===== config.mk =====
export PLATFORM = sky130hd
export DESIGN_NAME = uart_hex_entry
export DESIGN_NICKNAME = d
export VERILOG_FILES = /design/src/rtl/uart_hex_entry.sv
export SDC_FILE = /design/constraint.sdc
export NUM_CORES = 1
export LEC_CHECK = 0
export ABC_AREA = 0
export BUFFER_PORTS_ARGS = -buffer_cell sky130_fd_sc_hd__buf_2
export CAP_MARGIN = 20
export CORE_UTILIZATION = 52
export CTS_CLUSTER_DIAMETER = 150
export DETAILED_ROUTE_END_ITERATION = 12
export PLACE_DENSITY = 0.71
export SLEW_MARGIN = 15
export SYNTH_ARGS = -nofsm -noshare
export SYNTH_HDL_FRONTEND = slang
export SYNTH_SLANG_ARGS = --single-unit

===== constraint.sdc =====
create_clock -name clk -period 3.26 [get_ports clk]
set_input_delay 0.489 -clock clk [delete_from_list [all_inputs] [get_ports clk]]
set_output_delay 0.489 -clock clk [all_outputs]
set_load 0.03 [all_outputs]

===== src/rtl/uart_hex_entry.sv =====
// Hex number entry engine for the UART console: collects hex digits from RX, echoes them on TX
// and reports the value on CR (or abandons it on ESC). Define UART_HEX_BKSP_EN for BS/DEL editing.
module uart_hex_entry #(
  parameter int NUM_W      = 32,
  parameter int MAX_DIGITS = 8,
  parameter int ECHO_EN    = 1
) (
  input  logic                            clk,
  input  logic                            rst_n,
  input  logic                            start,
  output logic                            busy,
  output logic                            done,
  output logic                            aborted,
  output logic [NUM_W-1:0]                num_out,
  output logic [$clog2(MAX_DIGITS+1)-1:0] digit_cnt,
  output logic                            o_Tx_DV,
  output logic [7:0]                      o_Tx_Byte,
  input  logic                            i_Tx_Active,
  input  logic                            i_Tx_Done,
  input  logic                            i_Rx_DV,
  input  logic [7:0]                      i_Rx_Byte
);

  localparam int            CW      = $clog2(MAX_DIGITS+1);
  localparam logic [CW-1:0] MAX_CNT = CW'(MAX_DIGITS);
  localparam logic [7:0]    CH_BEL  = 8'h07;
  localparam logic [7:0]    CH_LF   = 8'h0A;
  localparam logic [7:0]    CH_CR   = 8'h0D;
  localparam logic [7:0]    CH_ESC  = 8'h1B;
`ifdef UART_HEX_BKSP_EN
  localparam logic [7:0]    CH_BS   = 8'h08;
  localparam logic [7:0]    CH_SP   = 8'h20;
  localparam logic [7:0]    CH_DEL  = 8'h7F;
`endif

  typedef enum logic [2:0] {
    S_IDLE, S_WAIT_RX, S_TX_REQ, S_TX_WAIT, S_NEXT, S_FINISH
  } state_t;

  state_t           state_q, state_d;
  logic [NUM_W-1:0] acc_q, acc_d;
  logic [CW-1:0]    cnt_q, cnt_d;
  logic             busy_q, busy_d;
  logic             done_q, done_d;
  logic             aborted_q, aborted_d;
  logic [NUM_W-1:0] num_q, num_d;
  logic             tx_dv_q, tx_dv_d;
  logic [7:0]       tx_byte_q, tx_byte_d;
  logic             fin_q, fin_d;
  logic             abt_q, abt_d;
  logic [1:0]       txn_q, txn_d;
  logic [7:0]       txq_q [3];
  logic [7:0]       txq_d [3];
  logic [4:0]       rx_hex;

  // The TX core's busy flag is informational; sequencing relies on i_Tx_Done alone.
  logic unused_tx_active;
  assign unused_tx_active = i_Tx_Active;

  // Returns {is_hex, nibble}.
  function automatic logic [4:0] hex_decode(input logic [7:0] b);
    logic [4:0] r;
    r = 5'd0;
    if (b >= 8'h30 && b <= 8'h39)
      r = {1'b1, b[3:0]};
    else if ((b >= 8'h41 && b <= 8'h46) || (b >= 8'h61 && b <= 8'h66))
      r = {1'b1, b[3:0] + 4'd9};
    return r;
  endfunction

  always_comb begin
    state_d   = state_q;
    acc_d     = acc_q;
    cnt_d     = cnt_q;
    busy_d    = busy_q;
    done_d    = 1'b0;
    aborted_d = aborted_q;
    num_d     = num_q;
    tx_dv_d   = 1'b0;
    tx_byte_d = tx_byte_q;
    fin_d     = fin_q;
    abt_d     = abt_q;
    txn_d     = txn_q;
    txq_d     = txq_q;
    rx_hex    = hex_decode(i_Rx_Byte);

    case (state_q)
      S_IDLE: begin
        if (start) begin
          acc_d   = '0;
          cnt_d   = '0;
          busy_d  = 1'b1;
          fin_d   = 1'b0;
          abt_d   = 1'b0;
          txn_d   = 2'd0;
          state_d = S_WAIT_RX;
        end
      end
      S_WAIT_RX: begin
        if (i_Rx_DV) begin
          if (rx_hex[4]) begin
            if (cnt_q < MAX_CNT) begin
              acc_d = {acc_q[NUM_W-5:0], rx_hex[3:0]};
              cnt_d = cnt_q + CW'(1);
              if (ECHO_EN != 0) begin
                txq_d[0] = i_Rx_Byte;
                txn_d    = 2'd1;
                state_d  = S_TX_REQ;
              end
            end else begin
              txq_d[0] = CH_BEL;
              txn_d    = 2'd1;
              state_d  = S_TX_REQ;
            end
          end else if (i_Rx_Byte == CH_CR || i_Rx_Byte == CH_ESC) begin
            if (i_Rx_Byte == CH_ESC) begin
              acc_d = '0;
              abt_d = 1'b1;
            end
            txq_d[0] = CH_CR;
            txq_d[1] = CH_LF;
            txn_d    = 2'd2;
            fin_d    = 1'b1;
            state_d  = S_TX_REQ;
          end
`ifdef UART_HEX_BKSP_EN
          else if (i_Rx_Byte == CH_BS || i_Rx_Byte == CH_DEL) begin
            if (cnt_q != '0) begin
              acc_d    = acc_q >> 4;
              cnt_d    = cnt_q - CW'(1);
              txq_d[0] = CH_BS;
              txq_d[1] = CH_SP;
              txq_d[2] = CH_BS;
              txn_d    = 2'd3;
            end else begin
              txq_d[0] = CH_BEL;
              txn_d    = 2'd1;
            end
            state_d = S_TX_REQ;
          end
`endif
        end
      end
      S_TX_REQ: begin
        tx_dv_d   = 1'b1;
        tx_byte_d = txq_q[0];
        state_d   = S_TX_WAIT;
      end
      S_TX_WAIT: begin
        if (i_Tx_Done) state_d = S_NEXT;
      end
      S_NEXT: begin
        txq_d[0] = txq_q[1];
        txq_d[1] = txq_q[2];
        txn_d    = txn_q - 2'd1;
        if (txn_q != 2'd1) begin
          state_d = S_TX_REQ;
        end else if (fin_q) begin
          // Result and done are registered here so done lands one cycle later, in FINISH.
          num_d     = acc_q;
          aborted_d = abt_q;
          done_d    = 1'b1;
          busy_d    = 1'b0;
          state_d   = S_FINISH;
        end else begin
          state_d = S_WAIT_RX;
        end
      end
      S_FINISH: state_d = S_IDLE;
      default:  state_d = S_IDLE;
    endcase
  end

  always_ff @(posedge clk or negedge rst_n) begin
    if (!rst_n) begin
      state_q   <= S_IDLE;
      acc_q     <= '0;
      cnt_q     <= '0;
      busy_q    <= 1'b0;
      done_q    <= 1'b0;
      aborted_q <= 1'b0;
      num_q     <= '0;
      tx_dv_q   <= 1'b0;
      tx_byte_q <= 8'h00;
      fin_q     <= 1'b0;
      abt_q     <= 1'b0;
      txn_q     <= 2'd0;
    end else begin
      state_q   <= state_d;
      acc_q     <= acc_d;
      cnt_q     <= cnt_d;
      busy_q    <= busy_d;
      done_q    <= done_d;
      aborted_q <= aborted_d;
      num_q     <= num_d;
      tx_dv_q   <= tx_dv_d;
      tx_byte_q <= tx_byte_d;
      fin_q     <= fin_d;
      abt_q     <= abt_d;
      txn_q     <= txn_d;
    end
  end

  // Queue contents are only read while txn_q says they are valid.
  always_ff @(posedge clk) begin
    txq_q <= txq_d;
  end

  assign busy      = busy_q;
  assign done      = done_q;
  assign aborted   = aborted_q;
  assign num_out   = num_q;
  assign digit_cnt = cnt_q;
  assign o_Tx_DV   = tx_dv_q;
  assign o_Tx_Byte = tx_byte_q;

endmodule


Yosys cells after proc, flatten, opt, wreduce, memory -nomap -nowiden --
Cells that the tools add are included. Widths: inputs -> output; s select.
Operators by class: order comparisons 7, reduce and logical (&&, ||, !) cells 20, multiplexer cells 51, add/subtract/negate cells 3, eq/ne operators 20, bitwise gates (word level) 1
Operator list (number):
- $mux 32 | 6
- $pmux 32 s2 | 1
- $mux 16 | 2
- $pmux 16 s2 | 1
- $mux 8 | 3
- $mux 3 | 7
- $ne 2x2->1 const B | 10
- $ge 8x7->1 const B | 2
- $le 8x7->1 const B | 2
- $mux 4 | 4
- $reduce_and 4->1 | 4
- $mux 1 | 15
- $pmux 3 s5 | 1
- $reduce_and 6->1 | 2
- $mux 5 | 2
- $reduce_and 5->1 | 2
- $ne 3x3->1 const B | 3
- $eq 8x4->1 const B | 1
- $eq 8x5->1 const B | 1
- $ge 8x6->1 const B | 1
- $le 8x6->1 const B | 1
- $mux 2 | 4
- $pmux 4 s2 | 1
- $eq 3x2->1 const B | 2
- 16 further kinds | 24
Word-level totals: bits of input ports 14, output and inout bits 48, flip-flop bits (word level) 103

Depth between registers and ports, before layout --
Gate-level depths: netlist (run 1).
depth after elaboration 9, depth in mapped cells 10, gate-level depth less buffers 7

Worst setup path after synthesis (run 1) --
No wires, ideal clock.
kind input to register, start input i_Rx_Byte[1], end register txq_q[16] in the netlist's numbering, enable pin, data required time 2.885 ns, setup slack 1.100 ns, arrival time 1.784 ns, stages on the path 8, cells stage by stage inv_1 ha_1 o21bai_1 a21o_1 buf_6 nand2_1 o21ai_0 a21oi_1
Between the ends: word-level cells in the longest chain between the ends 7, elaborated cells on any way between the ends 17, classes of those cells order compare (6); eq/ne (3); mux (2); reduce/logical (6)
RTL lines:
- from (decl) | line 21 | input logic [7:0] i_Rx_Byte
- $ge 8x7->1 / $le 8x7->1 (equally long branches) | line 66 | else if ((b >= 8'h41 && b <= 8'h46) || (b >= 8'h61 && b <= 8'h66))
- $logic_and 1x1->1 | line 66
- $logic_or 1x1->1 | line 66
- $mux 5 | line 66
- $mux 5 | line 64 | if (b >= 8'h30 && b <= 8'h39)
- $ne 3x3->1 (no source line) *
- $reduce_and 3->1 (no source line) *
- to (signal assigned) | line 206 | txq_q <= txq_d;
- to (decl) | line 52 | logic [7:0] txq_q [3];
Mark *: on every way between the ends. The rest lies on a longest branch, timed or not. A chain may end at the register's enable or synchronous reset.

Worst setup path in the final report (run 1) --
start register state_q[0], end register num_q[15], in the netlist num_out[15]
Between the ends: word-level cells in the longest chain between the ends 2
RTL lines:
- from (decl) | line 40 | state_t state_q, state_d;
- from (signal assigned) | line 189 | state_q <= state_d;
- $eq 3x3->1 | line 87 | case (state_q)
- $reduce_and 3->1 (no source line)
- to (signal assigned) | line 195 | num_q <= num_d;
- to (decl) | line 46 | logic [NUM_W-1:0] num_q, num_d;
No other way between the ends.

==> results of run 1 <==
==> registers in the layout, summed over array words and instances (netlist names) <==
| signal | count |
|---|---|
| digit_cnt | 4 |
| busy | 1 |
| acc_q | 32 |
| done | 1 |
| state_q | 3 |
| aborted | 1 |
| o_Tx_Byte | 8 |
| abt_q | 1 |
| txn_q | 2 |
| o_Tx_DV | 1 |
| txq_q | 8 |
| num_out | 32 |
| fin_q | 1 |
==> worst max-delay path: cells and delay by family (launching register included) <==
family,cells,cell delay [ps]
buffers and inverters,1,400
flip-flops,1,540
multiplexers,1,390
AND/OR/NAND/NOR,3,810
==> path summary, 6_finish.rpt <==
check	cells after the start	end	slack, ps
worst max-delay path	5	num_out[15]	1000
max in group asynchronous	1	state_q[1]	2570
min in group clk	2	state_q[1]	390
worst min-delay path	1	o_Tx_Byte[7]	160
worst min register to register	1	o_Tx_Byte[6]	470
worst max register to register	5	num_out[15]	1000
==> layout make-up <==
type / instances / share of cell area [%]
Clock buffer: 9 / 2.739
Inverter: 7 / 0.5811
Clock inverter: 7 / 1.300
Tap cell: 99 / 2.739
Timing Repair Buffer: 64 / 7.443
Sequential cell: 95 / 53.46
Multi-Input combinational cell: 167 / 31.74
==> cell usage in the layout, fill, tap and decap left out, types with 2 or more instances in the layout <==
master	count
dfrtp_1	87
buf_2	59
a22o_1	33
mux2_2	30
mux2_1	12
a21oi_1	11
nor2_1	9
clkbuf_8	9
edfxtp_1	8
nand2_1	7
inv_1	6
o21ai_0	5
ha_1	5
and3b_1	4
nand3_1	4
buf_4	4
nand2b_1	3
a211o_1	3
and3_1	3
o21bai_1	2
a21o_1	2
o31ai_1	2
a31oi_1	2
xnor2_1	2
nor2b_1	2
inv_8	2
inv_6	2
==> logic make-up (layout without fill, tap and decap cells) <==
family / after synthesis / in the layout / share of synthesized area (%)
AO/OA/AOI/OAI: 71 / 71 / 14.25
XOR/XNOR: 2 / 2 / 0.4406
adder cells (fa/ha/maj): 5 / 5 / 1.573
buffers and inverters: 22 / 87 / 3.430
flip-flops: 95 / 95 / 60.79
multiplexers: 43 / 43 / 12.15
other: 1 / 1 / 0.09431
AND/OR/NAND/NOR: 45 / 45 / 7.269
==> where the power goes <==
part | internal, uW | switching (uW)
clock network | 292 | 441
registers | 1320 | 111
logic | 234 | 444
==> through the flow <==
stage | utilization [%] | cells | hold WS (ps)
floorplan | - | 284 | 193.4
global placement | 59.14 | 432 | 443.8
detailed placement | 59.14 | 432 | 447.0
CTS | 61.63 | 448 | 347.6
global route | 61.68 | 448 | 222.8
finish | 61.68 | 448 | 157.5
==> layer usage <==
metal / up-vias / wire (microns) / share of wire, % / track usage (%)
met1: 1233 / 3379 / 47 / 28.65
met3: 11 / 303 / 4.2 / 5.171
met4: 0 / 107 / 1.5 / 8.514
met2: 60 / 3359 / 47 / 30.19
li1: 1179 / - / - / -
met5: - / 0 / 0 / 0
==> impl_metrics.ini, run 1 <==
[clock_network]
post_cts_buffers = 0
ctsHoldBuffers = 0
cts-root-buf = clkbuf_8
htree_levels = 3
cts_buffer_depth = 2
ctsResizeCount = 0
clk_pin_slew_worst_paths_ps = 100
cts_inserted_buffers = 9
numClockSinks = 95
clock_latency_ps = 370
cts_tree = done

[sta]
skew_ps = 11.19
fin_tns_setup_ps = 0
setup_ws_ps = 1004
finalSetupViolCount = 0
slew-limit-headroom_pct = 41.39
hold_viol_final = 0
rsz0062_at_grt = false
worst_pin_slew_ps = 874.9
max_freq_mhz = 443.3
final.min_clock_period_ps = 2256
drv_slew = 0
finalCritPeriodShare_pct = 69.20

[drt]
wl_per_cell_microns = 15.96
drtAntennaViolNets = 0
drt_pass1_iterations = 4
vias_per_cell = 5.542
num_vias = 2483
drt_iter0_markers = 97
routed_wl_mm = 7.149
drcViolationCount = 0

[critical_path]
path_cells = nor2_1 -> nand2_1 -> nor2_4 -> buf_4 -> mux2_2
cp.arrival_ps = 2520
crit_type = register to register
timing.rr.start = state_q[0]
cp.required_ps = 3520
cpPeakStageDelay_ps = 540
critPathSlowestCell = dfrtp_1
cp-start-kind = register
crit_path_start = state_q[0]
crit_path_end_kind = register
crit_path_max_fanout = 29

[placed_design]
detailedPlace.worstSlack_ps = 676.7
hpwl_mm = 4.791
placed_area_sq_mm = 0.004335
io_buffers = 60
place.gp.congestion = 0.8521

[power]
powerDensity_mw_per_mm2 = 628.3
peakVddDrop_uv = 396.3
p_leak_uw = 0.002312
p_total_uw = 2841

[final_layout]
multi_input_area_sq_mm = 0.001435
syn_to_final_growth_pct = 13.72
regArea_sq_mm = 0.002417
fin_nets = 363
design_area_sq_mm = 0.004522
drive_above_1_share_pct = 34.38
fillers = 605
antenna_cells = 0

[die]
die_area_sq_mm = 0.008000
core_area_sq_mm = 0.007331
rows = 31
fp.dieH_microns = 89.45
die-width_microns = 89.45
start_util_pct = 54.24
io-pin-count = 62

[synth]
yosysTopAreaCell = dfrtp_1
yosys_warnings = 0
synth.top_cells.by_count = dfrtp_1, a22o_1, mux2_2
synth_seq_area_share_pct = 60.79
synth_area_per_cell_sq_um = 14.00
synthesis.area_sq_mm = 0.003976
syn_inst = 284
synth_edf_count = 8
synth_seq_cells = 95
synthDistinctLibCells = 53
netlist.area_leader.share_pct = 54.75
synth_nets = 303
ys_async_sr_fraction_pct = 91.58
yosysMostFrequentCell = dfrtp_1
synth.area.top_cells = dfrtp_1, mux2_2, a22o_1
synth_flop_cell = dfrtp_1

[grt]
grt_usage_pct = 20.34
grt_pass1_vias = 2439
grt_overflow = 0
grt_max_degree = 88
grt_pass1_wl_mm = 11.94
grt_antenna_before_repair = 0

[job]
maxCapViolCount = 0

[run_status]
status = finished, final reports clean

[min_path]
hold_path_class = input pin to async pin
No activity file was read; power rests on OpenSTA's default activity.
==> run 2, diff against run 1 <==
==> constraint.sdc (replaced) <==
create_clock -name clk -period 2.2 [get_ports clk]
set_input_delay 0.33 -clock clk [delete_from_list [all_inputs] [get_ports clk]]
set_output_delay 0.33 -clock clk [all_outputs]
set_load 0.03 [all_outputs]
==> run 2 against run 1 <==
  * Die area did not move
  * Sequential cell count did not move
  * Via count rose by 3.3%
  * Largest cell class unchanged
  * Hold slack improved by 84 ps
  * Count of clock-buffer cells in the layout did not move
  * Global-route usage fell by 0.14 points
  * Worst setup slack got worse by 830 ps
  * Clock skew fell by 3.6 ps
  * Register-to-register slack got worse by 830 ps
  * Wire length rose by 1.6%
  * Non-clock buffer count rose by 16
==> impl_metrics.ini, run 2 (synthesized netlist as in run 1, its figures left out) <==
[drt]
drtAntennaViolNets = 0
vias_per_cell = 5.530
topRoutingLayerUsed = met4
num_vias = 2566
drt_pass1_iterations = 4
met2_wirelength_mm = 3.333
met1_length_mm = 3.539
drcViolationCount = 0
drt_iter0_markers = 104
wl_per_cell_microns = 15.65
routed_wl_mm = 7.260
met3_length_microns = 230

[die]
start_util_pct = 54.24
fp.dieH_microns = 89.45
io-pin-count = 62
die-width_microns = 89.45
rows = 31
die_area_sq_mm = 0.008000
core_area_sq_mm = 0.007331

[clock_network]
htree_levels = 3
numClockSinks = 95
clk_pin_slew_worst_paths_ps = 100
cts_tree = done
cts_buffer_depth = 2
clock_latency_ps = 360
cts-root-buf = clkbuf_8
cts_inserted_buffers = 9
post_cts_buffers = 0

[final_layout]
final_common_cell = dfrtp_1
fin_nets = 379
final_cell_mix = dfrtp_1, buf_2, a22o_1
syn_to_final_growth_pct = 18.09
fin_cells = 464
drive_above_1_share_pct = 36.99
fillers = 575
antenna_cells = 0
design_area_sq_mm = 0.004696

[grt]
grt_antenna_before_repair = 0
grt_overflow = 0
grt_usage_pct = 20.20
grt_pass1_wl_mm = 12.01
grt_max_degree = 72
grt_pass1_vias = 2487

[placed_design]
place.gp.congestion = 0.8611
hpwl_mm = 4.966
dp.cells = 447
io_buffers = 60
placed_area_sq_mm = 0.004486

[sta]
rsz0062_at_grt = false
finalCritPeriodShare_pct = 92.11
final.min_clock_period_ps = 2026
fin_tns_setup_ps = 0
finalSetupViolCount = 0
skew_ps = 7.621
max_freq_mhz = 493.5
drv_slew = 0
hold_viol_final = 0
worst_pin_slew_ps = 829.1
slew-limit-headroom_pct = 44.72

[critical_path]
crit_path_max_fanout = 8
cp.required_ps = 2190
crit_type = register to register
crit_path_end_kind = register
cp.arrival_ps = 2020
cp-start-kind = register

[power]
p_leak_uw = 0.002400
peakVddDrop_uv = 539.3
powerDensity_mw_per_mm2 = 929.0

[job]
maxCapViolCount = 0

[min_path]
hold_path_class = input pin to register

[run_status]
status = finished, final reports clean
-- run 2: metal layers --
| layer | global-route usage [%] | vias up |
|---|---|---|
| li1 | - | 1213 |
| met1 | 28.50 | 1280 |
| met2 | 30.33 | 58 |
| met3 | 3.693 | 15 |
| met4 | 9.812 | 0 |
| met5 | 0 | - |
-- run 2: report_power, final --
group	switching (uW)	total [uW]	internal [uW]
logic	723	1150	428
registers	126	2080	1960
clock network	685	1130	446
total	1530	4360	2830
-- run 2: final timing paths --
| kind | startpoint | end | slack [ps] | depth (start not counted) |
|---|---|---|---|---|
| max | state_q[1] | txq_q[16] | 170 | 3 |
| min | i_Tx_Done | state_q[2] | 240 | 2 |
| min reg2reg | txq_q[23] | o_Tx_Byte[7] | 470 | 1 |
| max in group asynchronous | rst_n | digit_cnt[3] | 1210 | 3 |
| max reg2reg | state_q[1] | txq_q[16] | 170 | 3 |
| min in group asynchronous | rst_n | txn_q[1] | 370 | 2 |
-- run 2: worst max-delay path, stage by stage, from the launching register on --
cell and delay [ps]:
dfrtp_1 450, nor3b_2 370, o21ai_0 150, a21oi_1 690
-- run 2: cell type report --
class / instances / area [sq um] / share of cell area (%)
Sequential cell: 95 / 2417 / 51.48
Clock buffer: 9 / 123.9 / 2.638
Tap cell: 99 / 123.9 / 2.638
Inverter: 7 / 26.28 / 0.5596
Multi-Input combinational cell: 167 / 1435 / 30.56
Timing Repair Buffer: 80 / 493.0 / 10.50
Clock inverter: 7 / 76.32 / 1.625
-- run 2: through the flow --
| step | hold WS (ps) | worst slack (ps) | power, uW | util (%) |
|---|---|---|---|---|
| after floorplan | 34.41 | 199.3 | 2916 | - |
| after global placement | 216.7 | 5.211 | 3234 | 61.19 |
| after detailed placement | 217.1 | -41.07 | 3257 | 61.19 |
| after CTS | 228.9 | 209.3 | 4391 | 64.06 |
| after global routing | 245.6 | 22.32 | 4589 | 64.06 |
| final | 241.4 | 173.5 | 4363 | 64.06 |
-- run 2: timing repair --
| action | in CTS | in global routing |
|---|---|---|
| hold buffers | 1 | 0 |
| endpoints found under the hold margin | 16 | 0 |
| gates resized for setup | 0 | 0 |
